File: config.mk
export PLATFORM = sky130hd
export DESIGN_NAME = tx_serial_7e2
export DESIGN_NICKNAME = d
export VERILOG_FILES = /design/src/rtl/tx_serial_7e2.sv
export SDC_FILE = /design/constraint.sdc
export NUM_CORES = 1
export LEC_CHECK = 0
export CAP_MARGIN = 40
export CELL_PAD_IN_SITES_DETAIL_PLACEMENT = 1
export CELL_PAD_IN_SITES_GLOBAL_PLACEMENT = 1
export CORE_UTILIZATION = 44
export CTS_BUF_LIST = sky130_fd_sc_hd__clkbuf_2
export DETAILED_ROUTE_END_ITERATION = 8
export GPL_TIMING_DRIVEN = 1
export HOLD_SLACK_MARGIN = 0.05
export PLACE_DENSITY_LB_ADDON = 0.1
export SLEW_MARGIN = 20
export SYNTH_ARGS = -nofsm -noshare
export SYNTH_HDL_FRONTEND = slang
export SYNTH_SLANG_ARGS = --single-unit
File: constraint.sdc
create_clock -name clock -period 2.9 [get_ports clock]
set_input_delay 0.58 -clock clock [delete_from_list [all_inputs] [get_ports clock]]
set_output_delay 0.58 -clock clock [all_outputs]
set_load 0.1 [all_outputs]
File: src/rtl/tx_serial_7e2.sv
// tx_serial_7e2: asynchronous serial transmitter, 7 data bits, parity, 2 stop bits, LSB first.
// A frame is start(0), d0..d6, parity, stop(1), stop(1), and each bit lasts M clocks.
// A one-cycle FINAL state raises pronto and then returns to IDLE.
module tx_serial_7e2 #(
    parameter int M        = 434,
    parameter int PARIDADE = 0
) (
    input  logic       clock,
    input  logic       reset,
    input  logic       partida,
    input  logic [6:0] dados_ascii,
    output logic       saida_serial,
    output logic       pronto,
    output logic       ocupado,
    output logic [3:0] db_estado
);

    typedef enum logic [3:0] {
        IDLE     = 4'b0000,
        START    = 4'b0001,
        DADOS    = 4'b0010,
        PARIDADE_ST = 4'b0011,
        STOP1    = 4'b0100,
        STOP2    = 4'b0101,
        FINAL    = 4'b0110
    } state_t;

    localparam logic [11:0] TICK_MAX = 12'(M - 1);
    localparam logic        PAR_ODD  = (PARIDADE != 0);

    state_t      state;
    state_t      next_state;
    logic [11:0] tick_cnt;
    logic [2:0]  bit_cnt;
    logic [6:0]  shift_reg;
    logic        parity_bit;
    logic        transmitting;
    logic        bit_done;

    // The tick counter only moves while a bit is on the line, so bit_done marks the last clock of a bit.
    assign transmitting = (state == START) || (state == DADOS) || (state == PARIDADE_ST) ||
                          (state == STOP1) || (state == STOP2);
    assign bit_done     = transmitting && (tick_cnt == TICK_MAX);
    assign db_estado    = state;

    // State register; a low reset returns to IDLE at once, even in the middle of a frame.
    always_ff @(posedge clock or negedge reset) begin
        if (!reset) begin
            state <= IDLE;
        end else begin
            state <= next_state;
        end
    end

    // Next-state logic; every bit state advances on its last tick, and unused codes fall back to IDLE.
    always_comb begin
        next_state = IDLE;
        case (state)
            IDLE:        next_state = partida ? START : IDLE;
            START:       next_state = bit_done ? DADOS : START;
            DADOS:       next_state = (bit_done && (bit_cnt == 3'd6)) ? PARIDADE_ST : DADOS;
            PARIDADE_ST: next_state = bit_done ? STOP1 : PARIDADE_ST;
            STOP1:       next_state = bit_done ? STOP2 : STOP1;
            STOP2:       next_state = bit_done ? FINAL : STOP2;
            FINAL:       next_state = IDLE;
            default:     next_state = IDLE;
        endcase
    end

    // Datapath: bit timing, the data shifter, the data bit count, and the parity latched with the character.
    always_ff @(posedge clock or negedge reset) begin
        if (!reset) begin
            tick_cnt   <= '0;
            bit_cnt    <= '0;
            shift_reg  <= '0;
            parity_bit <= 1'b0;
        end else begin
            if (transmitting) begin
                tick_cnt <= bit_done ? 12'd0 : tick_cnt + 12'd1;
            end else begin
                tick_cnt <= '0;
            end

            if ((state == IDLE) && partida) begin
                shift_reg  <= dados_ascii;
                parity_bit <= (^dados_ascii) ^ PAR_ODD;
                bit_cnt    <= '0;
            end else if ((state == DADOS) && bit_done) begin
                shift_reg <= {1'b0, shift_reg[6:1]};
                bit_cnt   <= (bit_cnt == 3'd6) ? 3'd0 : bit_cnt + 3'd1;
            end
        end
    end

    // Output decode from registered state only, so input changes never reach the line combinationally.
    always_comb begin
        saida_serial = 1'b1;
        pronto       = 1'b0;
        ocupado      = 1'b0;
        case (state)
            START: begin
                saida_serial = 1'b0;
                ocupado      = 1'b1;
            end
            DADOS: begin
                saida_serial = shift_reg[0];
                ocupado      = 1'b1;
            end
            PARIDADE_ST: begin
                saida_serial = parity_bit;
                ocupado      = 1'b1;
            end
            STOP1, STOP2: begin
                ocupado = 1'b1;
            end
            FINAL: begin
                pronto  = 1'b1;
                ocupado = 1'b1;
            end
            default: begin
                saida_serial = 1'b1;
            end
        endcase
    end

endmodule

=== Word-level counts from Yosys, hierarchy flattened ===
Cells that the tools add are included.

* Register bits after elaboration: 27
* Memories: 0
* ROM bits: 0
* RAM bits: 0
* Bits of input ports: 10
* Word-level logic and storage cells: 44
* Bits in latches: 0

* Add/sub/neg operators: 2
* Reductions and logical operators: 12
* Bitwise logic cells: 0
* Divide/modulo/power cells: 0
* Multiplexer cells: 17
* Equal/unequal tests: 8
* $lt $le $gt $ge: 0
* Shift-type cells: 0
* Multiply operators: 0

{| class="wikitable"
|+ Operators by type and width
! kind !! number
|-
| $mux 12 || 2
|-
| $pmux 3 s6 || 1
|-
| $mux 7 || 2
|-
| $add 12x1->12 const B || 1
|-
| $eq 12x9->1 const B || 1
|-
| $eq 4x3->1 const B || 3
|-
| $mux 3 || 4
|-
| $eq 4x2->1 const B || 2
|-
| $reduce_xor 7->1 || 1
|-
| $reduce_or 6->1 || 1
|-
| $mux 1 || 5
|-
| $eq 4x1->1 const B || 1
|-
| $logic_and 1x1->1 || 4
|-
| $logic_not 4->1 || 1
|-
| $logic_or 1x1->1 || 4
|-
| $mux 2 || 2
|-
| $add 3x1->3 const B || 1
|-
| $eq 3x3->1 const B || 1
|-
| $pmux 1 s3 || 1
|-
| $reduce_bool 2->1 || 1
|}

=== Logic depth before layout (Yosys ltp) ===
* Word-level depth: 9
* Gate-level depth with buffers: 7

=== Worst setup path before layout ===
Ideal clock, no wire load.

* Path type: register to output
* From: reg state[1], in the netlist db_estado[1]
* To: out pronto
* Arrival: 2.611 ns
* Path slack: -0.291 ns
* Required time: 2.320 ns
* Path buffers: 1
* Cell stages (with the launch flop): 4
* Cell sequence: dfrtp_1 clkbuf_1 nand2_1 nor2_1

* Word-level cells in the longest chain between the ends: 2

{| class="wikitable"
|+ RTL lines
! item !! RTL line !! text
|-
| from (decl) || 31 || <nowiki>state_t state;</nowiki>
|-
| from (signal assigned) || 51 || <nowiki>state <= next_state;</nowiki>
|-
| $eq 4x3->1 || 100 || <nowiki>case (state)</nowiki>
|-
| $mux 1 || 100 ||
|-
| to (decl) || 13 || <nowiki>output logic pronto,</nowiki>
|}

No other way between the ends.

=== Worst setup path in the final report ===
* From: reg state[1], in the netlist db_estado[1]
* To: out saida_serial

* Word-level cells in the longest chain between the ends: 2
* Elaborated cells on any way between the ends: 4
* Classes of those cells: 3 x eq/ne; 1 x mux

{| class="wikitable"
|+ RTL lines
! item !! RTL line !! text
|-
| $eq 4x2->1 or $eq 4x1->1 (tied branches) || 100 ||
|-
| $pmux 1 s3 * || 100 ||
|-
| to (decl) || 12 || <nowiki>output logic saida_serial,</nowiki>
|}

Mark *: on every way between the ends. The rest lies on a longest branch, timed or not.

==> metrics.txt <==
status=complete, but fails checks; failing checks=DRC; Crit Path Category=reg2out; hold buffers post-CTS=0; post-synthesis sequential area ratio=0.471; Port Buffers=15; Distinct cells, synth=36; gpl congestion=0.720; final hold violation count=0; diode count=0; max reg flops=12; Clk pin slew, worst setup/hold paths=roughly 0.24 ns; Lkg Pwr=0.000646 uW; largest family of logic cells by synthesized area=simple AND/OR/NAND/NOR gates; Synth Area in XOR/XNOR=0.101; Ys Warns=0; fin worst setup slack=between 0.6 and 0.7 ns; Vias=1,021; DRT Pass-1 Iters=6; crit path time final=2.27 ns; RSZ-0062 raised after global routing=false; post-synthesis simple-gate area fraction=0.230; mux cell area share after synthesis=0.0661; vias in the first global route=1,063; Synth-to-Final Area Change=12.7%; Core Util, Final=0.546; setup_tns=0 ns; post-synthesis cell area=1380 sq um; die height=between 50 and 60 microns; ys flop type=dfrtp_1; remaining global-route overflow=0; Post-CTS Repair Setup Buffers=0; Worst Setup End Kind=output pin; synthesized flop and latch total=26; CTS Buffer Depth=2; die width=around 58 microns; Flop pwr share=0.674; internal power=430 uW; syn_area_per_cell=9.80 sq um; Routed WL=2710 microns; post-DR wirelength/cell=14.6 microns; Core ar.=between 2000 and 3000 sq um; largest net degree at the start of global routing=27; maximum VDD drop=0.185 mV; Max-cap violations=0; critical path peak fanout=11; worst-skew pair later-pin latency=0.33 ns; layout cells sized above 1=0.135; combinational power share=0.098; # rows=19; initial DRC count=36; Root Buffer=clkbuf_2; DP Worst Slack=0.692 ns; Starting Density=0.484; Vias/cell=5.49; Switch Pwr=138 uW; power per cell area=~360 nW/um^2; Switching Share=0.242; power share of the clock group=0.228; adder-cell area share of the yosys netlist=0.0181; Data arrival, critical path=between 1.5 and 2 ns; Critical Path RT=2.32 ns; type of the tightest min-delay check=reg2reg; global-route wire length before repair=4770 microns; DIE AREA=3370 sq um; Num Clock Sinks=26; Mapped Cells=141; Post-synth EDFFs=0; Setup Viol. Count Final=0; htree depth=1; ys async rst share=1.00; antenna violations before repair=0; final worst-path cycle share=0.784; Antenna Violating Nets Remaining=0; Compound-Gate Fraction of Synth Area=0.0716; Remaining DRCs=2; Final nets=around 170; Detail Placement HPWL=2060 microns; final max-slew violation count=0; TritonCTS Buffers=3; CTS tree=yes; Fin Clk Skew=0.0142 ns; Mapped Nets=153; WHS=around 0.55 ns; GRT Overall Usage=0.183; critical path launch point type=register; cells resized by post-CTS repair=0; FMAX=between 400 and 500 MHz; IO Pins=17
-- power by group through the flow --
stage / Sequential [uW] / Combinational (uW) / Clock, uW
2_1_floorplan: 386 / 31.0 / 0
3_3_place_gp: 388 / 54.3 / 0
3_5_place_dp: 389 / 56.9 / 0
4_1_cts: 383 / 57.0 / 138
5_1_grt: 384 / 61.5 / 146
6_report: 383 / 55.4 / 130
-- synth_stat cells (2+ instances only) --
master	number	share of area
xnor2_1	13	0.082
or2_2	2	0.0091
dfrtp_1	26	0.47
nor3_1	5	0.018
nand2b_1	3	0.014
xor2_1	3	0.019
nand3_1	7	0.025
o21ai_1	3	0.011
inv_1	4	0.011
nor2b_1	2	0.0091
clkbuf_1	4	0.011
ha_1	2	0.018
a21oi_1	4	0.014
nor2_1	17	0.046
or3_1	2	0.0091
mux2i_1	8	0.058
nand4_1	2	0.0091
o21ai_0	5	0.018
nand2_1	12	0.033
-- stage by stage --
step	area, sq um	instances	total power, uW
4_1_cts	1560	186	578
6_report	1560	186	568
5_1_grt	1560	186	592
3_3_place_gp	1540	183	442
2_1_floorplan	1380	141	417
3_5_place_dp	1540	183	446
-- cells by family after synthesis --
kind of cell | after synthesis
buffers and inverters | 11
AOI/OAI and AO/OA | 16
muxes | 9
and+or+nand+nor | 60
adders and majority gates | 2
DFF | 26
xor gates and xnor gates | 16
other | 1
-- layout by cell type (no fill, tap or decap), types with 5 or more instances in the layout --
cell type	n
dfrtp_1	26
nor2_1	16
xnor2_1	13
nand2_1	12
clkdlybuf4s50_1	9
buf_4	9
mux2i_1	8
nand3_1	7
nor3_1	5
o21ai_0	5
-- cell type report --
class	instances	area (sq um)
clock buffer	3	15.0
timing repair buffer	18	158
tap	31	38.8
multi-input combinational	104	679
inverter	4	15.0
fill	320	1300
sequential	26	651
-- worst paths after layout --
check | startpoint | to | slack [ns] | cells after the start
min | parity_bit | parity_bit | 0.55 | 1
max | db_estado[1] | saida_serial | 0.63 | 4
max in group asynchronous | reset | tick_cnt[2] | 2.07 | 2
max reg2reg | tick_cnt[1] | tick_cnt[3] | 0.67 | 6
min reg2reg | parity_bit | parity_bit | 0.55 | 1
min in group asynchronous | reset | db_estado[0] | 0.57 | 2
-- worst max-delay path, cell delays in order (launching register included) --
cell and delay, ns:
dfrtp_1 0.55, nor3b_1 0.23, a21oi_1 0.05, or2_2 0.29
buf_4 0.24
-- metal layers --
| metal | global-route usage | up-vias | share of wire |
|---|---|---|---|
| li1 | - | 504 | - |
| met1 | 0.251 | 503 | 0.50 |
| met2 | 0.314 | 12 | 0.47 |
| met3 | 0.0201 | 2 | 0.025 |
| met4 | 0.0408 | 0 | 0.0048 |
| met5 | 0 | - | 0 |
Power figures use the tool's default switching activity.
